**src/rtl/common_pkg.sv**
```systemverilog
// Shared types and constants for the decode-stage register file.
//   REG_DATA_W / REG_DEPTH : default register width and register count
//   reg_id_t / reg_data_t  : register index and register value types
//   rf_state_e             : clear-engine states
package common_pkg;

    localparam int unsigned REG_DATA_W = 32;
    localparam int unsigned REG_DEPTH  = 32;

    typedef logic [$clog2(REG_DEPTH)-1:0] reg_id_t;
    typedef logic [REG_DATA_W-1:0]        reg_data_t;

    typedef enum logic [0:0] {
        RF_CLEAR,
        RF_RUN
    } rf_state_e;

endpackage

```
**src/rtl/regfile_scoreboard.sv**
```systemverilog
// Per-register pending-write scoreboard.
//   clk, rst_n          : clock, asynchronous active-low reset
//   ready               : register file is usable; updates are ignored otherwise
//   clear_req           : drops every pending bit on the next edge
//   read_id             : register indices looked up by the read ports
//   write_en, write_id  : writeback retires the pending bit of write_id
//   reserve_en, reserve_id : issue marks reserve_id as pending
//   read_pending        : pending bit of each read port's register
//   any_pending         : OR of all pending bits
module regfile_scoreboard
    import common_pkg::*;
#(
    parameter int unsigned DEPTH    = REG_DEPTH,
    parameter int unsigned NUM_READ = 2,
    parameter int unsigned ZERO_REG = 1,
    parameter int unsigned BYPASS   = 1,
    parameter int unsigned ADDR_W   = $clog2(DEPTH)
) (
    input  logic                             clk,
    input  logic                             rst_n,
    input  logic                             ready,
    input  logic                             clear_req,
    input  logic [NUM_READ-1:0][ADDR_W-1:0]  read_id,
    input  logic                             write_en,
    input  logic [ADDR_W-1:0]                write_id,
    input  logic                             reserve_en,
    input  logic [ADDR_W-1:0]                reserve_id,
    output logic [NUM_READ-1:0]              read_pending,
    output logic                             any_pending
);

    logic [DEPTH-1:0] pending_q, pending_d;

    always_comb begin
        pending_d = pending_q;
        if (!ready || clear_req) begin
            pending_d = '0;
        end else begin
            if (write_en) pending_d[write_id] = 1'b0;
            // Applied after the clear so a new producer supersedes the retiring one.
            if (reserve_en) pending_d[reserve_id] = 1'b1;
        end
        if (ZERO_REG != 0) pending_d[0] = 1'b0;
    end

    always_ff @(posedge clk or negedge rst_n) begin
        if (!rst_n) begin
            pending_q <= '0;
        end else begin
            pending_q <= pending_d;
        end
    end

    always_comb begin
        for (int k = 0; k < int'(NUM_READ); k++) begin
            logic hit_w, hit_r, fwd;
            hit_w = write_en && (write_id == read_id[k]);
            hit_r = reserve_en && (reserve_id == read_id[k]);
            // A retiring write forwards its data, so the operand is no longer waiting.
            fwd   = (BYPASS != 0) && hit_w && !hit_r;
            read_pending[k] = ready && pending_q[read_id[k]] && !fwd;
        end
    end

    assign any_pending = |pending_q;

endmodule

```
**src/rtl/regfile_sb.sv**
```systemverilog
// Parametrised register file with pending-write scoreboard and sequential clear engine.
//   clk, rst_n         : clock, asynchronous active-low reset
//   clear_req          : restarts the clear engine from entry 0
//   ready              : clear engine idle, array contents valid
//   read_id/read_data  : NUM_READ combinational read ports
//   read_pending       : pending bit of each read port's register
//   write_en/id/data   : writeback port
//   reserve_en/id      : issue-side destination reservation
//   any_pending        : any register awaiting writeback
module regfile_sb
    import common_pkg::*;
#(
    parameter int unsigned DATA_W   = REG_DATA_W,
    parameter int unsigned DEPTH    = REG_DEPTH,
    parameter int unsigned NUM_READ = 2,
    parameter int unsigned ZERO_REG = 1,
    parameter int unsigned BYPASS   = 1,
    parameter int unsigned ADDR_W   = $clog2(DEPTH)
) (
    input  logic                             clk,
    input  logic                             rst_n,
    input  logic                             clear_req,
    output logic                             ready,
    input  logic [NUM_READ-1:0][ADDR_W-1:0]  read_id,
    output logic [NUM_READ-1:0][DATA_W-1:0]  read_data,
    output logic [NUM_READ-1:0]              read_pending,
    input  logic                             write_en,
    input  logic [ADDR_W-1:0]                write_id,
    input  logic [DATA_W-1:0]                write_data,
    input  logic                             reserve_en,
    input  logic [ADDR_W-1:0]                reserve_id,
    output logic                             any_pending
);

    rf_state_e         state_q;
    logic [ADDR_W-1:0] ptr_q;
    logic [DATA_W-1:0] mem [DEPTH];

    // Clear engine: one entry per cycle, DEPTH cycles in total.
    always_ff @(posedge clk or negedge rst_n) begin
        if (!rst_n) begin
            state_q <= RF_CLEAR;
            ptr_q   <= '0;
        end else begin
            unique case (state_q)
                RF_CLEAR: begin
                    if (clear_req) begin
                        ptr_q <= '0;
                    end else if (ptr_q == ADDR_W'(DEPTH - 1)) begin
                        ptr_q   <= '0;
                        state_q <= RF_RUN;
                    end else begin
                        ptr_q <= ptr_q + ADDR_W'(1);
                    end
                end
                RF_RUN: begin
                    if (clear_req) begin
                        ptr_q   <= '0;
                        state_q <= RF_CLEAR;
                    end
                end
                default: state_q <= RF_CLEAR;
            endcase
        end
    end

    assign ready = (state_q == RF_RUN);

    // No reset on the array so it can map onto distributed RAM.
    always_ff @(posedge clk) begin
        if (state_q == RF_CLEAR) begin
            mem[ptr_q] <= '0;
        end else if (write_en && !((ZERO_REG != 0) && (write_id == '0))) begin
            mem[write_id] <= write_data;
        end
    end

    always_comb begin
        for (int k = 0; k < int'(NUM_READ); k++) begin
            read_data[k] = '0;
            if (ready) begin
                if ((ZERO_REG != 0) && (read_id[k] == '0)) begin
                    read_data[k] = '0;
                end else if ((BYPASS != 0) && write_en && (write_id == read_id[k])) begin
                    read_data[k] = write_data;
                end else begin
                    read_data[k] = mem[read_id[k]];
                end
            end
        end
    end

    regfile_scoreboard #(
        .DEPTH    (DEPTH),
        .NUM_READ (NUM_READ),
        .ZERO_REG (ZERO_REG),
        .BYPASS   (BYPASS),
        .ADDR_W   (ADDR_W)
    ) u_scoreboard (
        .clk          (clk),
        .rst_n        (rst_n),
        .ready        (ready),
        .clear_req    (clear_req),
        .read_id      (read_id),
        .write_en     (write_en),
        .write_id     (write_id),
        .reserve_en   (reserve_en),
        .reserve_id   (reserve_id),
        .read_pending (read_pending),
        .any_pending  (any_pending)
    );

endmodule

```
**config.mk**
```make
export PLATFORM = sky130hd
export DESIGN_NAME = regfile_sb
export DESIGN_NICKNAME = d
export VERILOG_FILES = /design/src/rtl/common_pkg.sv /design/src/rtl/regfile_scoreboard.sv /design/src/rtl/regfile_sb.sv
export SDC_FILE = /design/constraint.sdc
export NUM_CORES = 2
export LEC_CHECK = 0
export ABC_AREA = 1
export BUFFER_PORTS_ARGS = -buffer_cell sky130_fd_sc_hd__buf_4
export CORE_ASPECT_RATIO = 0.8
export CORE_MARGIN = 3
export CORE_UTILIZATION = 45
export CTS_BUF_LIST = sky130_fd_sc_hd__clkbuf_4 sky130_fd_sc_hd__clkbuf_8
export DETAILED_ROUTE_END_ITERATION = 12
export PLACE_DENSITY = 0.65
export SYNTH_ARGS = -nofsm -noshare
export SYNTH_HDL_FRONTEND = slang
export SYNTH_SLANG_ARGS = --single-unit
```
**constraint.sdc**
```tcl
create_clock -name clk -period 6.2 [get_ports clk]
set_input_delay 0.93 -clock clk [delete_from_list [all_inputs] [get_ports clk]]
set_output_delay 0.93 -clock clk [all_outputs]
set_load 0.02 [all_outputs]
```
==> impl_metrics.py <==
metrics = {
    "outcome": {
        "outcome": "completed",
    },
    "worst_hold_path": {
        "hold_depth": 2,
        "worstHoldPathType": "in -> reg",
    },
    "die": {
        "dieArea_um2": 134000,
        "start_util_pct": 45.7,
        "die_h_um": 329,
        "die_w_um": 409,
        "core_area_um2": 128000,
        "ioPinCount": 125,
        "row_count": 117,
    },
    "sta": {
        "slew_violations": 0,
        "hold_viol_final": 0,
        "max_freq_mhz": 186,
        "rsz0062_at_grt": "false",
        "fin_ws_ps": 817,
        "period_minus_slack_ps": 5380,
        "worst_slew_pin_slew_ps": 1290,
        "clock_skew_ps": 39.2,
        "relSlewSlack_pct": 13.9,
        "fin_tns_setup_ps": 0,
        "setup-violations-final": 0,
        "period_share_pct": 86.8,
    },
    "global_route": {
        "grt_pass1_vias": 51700,
        "antenna_found_initial": 4,
        "grt_max_degree": 205,
        "grtUsageTotal_pct": 31.7,
        "grt-ovfl-total": 0,
        "grt_pass1_wl_um": 321000,
    },
    "route": {
        "wl_met3_um": 33900,
        "first_iter_violations": 8212,
        "vias_per_cell": 5.84,
        "first_pass_iters": 9,
        "wl_met2_um": 89200,
        "ant_nets": 0,
        "top_layer": "met5",
        "drc": 0,
        "dr_total_vias": 53500,
        "wire_per_inst_um": 23.7,
        "met1_length_um": 84200,
        "drt_wl_total_um": 217000,
    },
    "clocking": {
        "cts_setup_buffers": 0,
        "clockBufferDepth": 3,
        "cts_sinks": 1061,
        "clk_latency_ps": 890,
        "clk_pin_slew_ps": 60,
        "cts-buffers-inserted": 171,
        "cts_tree": "built",
        "cts_root_buf": "clkbuf_8",
        "cts_max_level": 4,
    },
    "synth": {
        "syn_inst": 7350,
        "syn_area_per_cell_um2": 7.97,
        "yosysUniqueCellTypes": 35,
        "synth_fp_nets": 7409,
        "yosysSeqAreaShare_pct": 54.1,
        "synth.top_cell.area_share_pct": 52.5,
        "synthTopCellsByArea": "edfxtp_1 53%, nand2_1 17%, nand3_1 14%",
        "yosysTopAreaCell": "edfxtp_1",
        "ys_ff_latch": 1061,
        "ys_warn_count": 0,
        "synth_area_um2": 58500,
    },
    "setup_path": {
        "arrival_ps": 4450,
        "worstSetupPathType": "in -> out",
        "r2r_cells": 6,
        "cp-end-kind": "output pin",
        "start_kind": "input port",
        "crit_path_frequent_cell": "buf_4",
        "cp_slowest_cell": "nor2_4",
        "path_cells": "buf_8, inv_8, nand2_1, nand4_1, nor2_4, inv_2, buf_4, o21ai_0, a21oi_1, buf_4",
        "required_ps": 5270,
        "slowest_delay_ps": 690,
        "cp_max_fo": 90,
    },
    "flow_run": {
        "maxCapViolCount": 0,
    },
    "finish": {
        "postLayoutCellArea_um2": 64500,
        "post-route-util_pct": 50.3,
        "nFillCells": 12000,
        "area.growth.synth_to_final_pct": 10.1,
        "final_nets": 7358,
        "layout-drive-gt1-share_pct": 7.96,
    },
    "power_and_ir_drop": {
        "p_leak_nw": 29.4,
        "ir_drop_uv": 222,
        "p_per_area_nw_per_um2": 243,
    },
    "placed_design": {
        "pre_cts_slack_ps": 938,
        "hpwl_um": 116000,
        "place.gp.congestion": 0.897,
        "post_dp_cell_area_um2": 61200,
        "port_buffers": 124,
    },
}
-- synthesized netlist by cell type, drive strengths merged --
cell type and instances:
o2111ai 5, o211ai 98, nand3 1592, clkbuf 160, or2 5, o21ai 129, nor3 14, dfrtp 37
nand3b 2, ha 2, nand2 2620, nor2 118, buf 318, edfxtp 1024, o22ai 8, inv 1077
xnor2 5, clkinv 2, xor2 1, a21oi 119, nand4 7, nor4 7
-- cells by family after synthesis --
| kind of cell | after synthesis | synth area share, % |
|---|---|---|
| AO/OA/AOI/OAI | 359 | 3.57 |
| flip-flops | 1061 | 54.1 |
| AND/OR/NAND/NOR | 4365 | 31.6 |
| XOR/XNOR | 6 | 0.0898 |
| adder cells (fa/ha/maj) | 2 | 0.0427 |
| buffers and inverters | 1557 | 10.6 |
-- state kept, by name, indices dropped and copies added, names as in the netlist --
signal,count
ptr_q,5
mem,1024
u_scoreboard.pending_q,31
ready,1
-- area by class of cell --
| cell class | count | area (um^2) | share of cell area [%] |
|---|---|---|---|
| tap | 1725 | 2160 | 3.35 |
| inverter | 1079 | 4090 | 6.35 |
| timing repair buffer | 254 | 2320 | 3.60 |
| antenna | 6 | 15.0 | 0.0233 |
| clock buffer | 231 | 2850 | 4.42 |
| clock inverter | 77 | 430 | 0.667 |
| multi-input combinational | 4732 | 20900 | 32.5 |
| sequential | 1061 | 31700 | 49.1 |
-- per-layer routing --
layer  vias up  GRT usage (%)
li1      23700              -
met1     24900           43.7
met2      4140           45.7
met3       702           9.62
met4         2           14.4
met5         -              0
-- critical path, delay by kind of cell --
family / cells / cell delay [ps]
AOI/OAI and AO/OA: 2 / 600
and+or+nand+nor: 3 / 1000
buffers and inverters: 5 / 1780
-- worst paths after layout --
| check | from | endpoint | slack [ps] |
|---|---|---|---|
| setup / recovery | read_id[0] | read_data[2] | 820 |
| hold / removal | clear_req | ready$_DFF_PN0_ | 260 |
| setup reg to reg | ready$_DFF_PN0_ | mem[8][18]$_DFFE_PP_ | 2500 |
| hold reg to reg | u_scoreboard.pending_q[17]$_DFF_PN0_ | u_scoreboard.pending_q[17]$_DFF_PN0_ | 570 |
| max in group asynchronous | rst_n | ptr_q[2]$_DFFE_PN0N_ | 5270 |
| min in group asynchronous | rst_n | u_scoreboard.pending_q[27]$_DFF_PN0_ | 550 |
-- stage by stage --
stage          hold WS [ps]  cells  power, mW
2_1_floorplan           530   7350       9.10
3_3_place_gp            552   8850       9.70
3_5_place_dp            562   8850       9.72
4_1_cts                 205   9159       15.7
5_1_grt                 230   9161       16.2
6_report                257   9165       15.7
-- what timing repair did --
item / CTS / global route
hold buffers: 1 / 0
gates resized for setup: 0 / 0
endpoints found under the hold margin: 30 / 0
-- report_power, final --
group	total [mW]	switching, mW	internal (mW)
clock	6.05	2.98	3.07
combinational	1.79	1.33	0.468
sequential	7.85	0.0228	7.83
-- placed cells by master (no fill, tap or decap), types with 3 or more instances in the layout --
cell,netlist,final
a21oi_1,118,118
buf_12,0,30
buf_4,4,217
buf_8,0,4
clkbuf_4,0,53
clkbuf_8,0,178
clkinv_1,2,46
clkinv_2,0,18
clkinvlp_4,0,8
dfrtp_1,37,37
diode_2,0,6
edfxtp_1,1024,1024
inv_1,1063,1062
inv_2,14,8
inv_6,0,6
inv_8,0,5
nand2_1,2617,2617
nand2_2,3,3
nand3_1,1587,1587
nand3_2,4,4
nand4_1,6,6
nor2_1,117,78
nor2_2,0,6
nor2_4,1,34
nor3_1,13,13
nor4_1,7,7
o2111ai_1,5,5
o211ai_1,98,98
o21ai_0,124,124
o21ai_2,4,4
o22ai_1,8,8
or2_2,5,5
xnor2_1,5,5
Power figures use the tool's default switching activity.
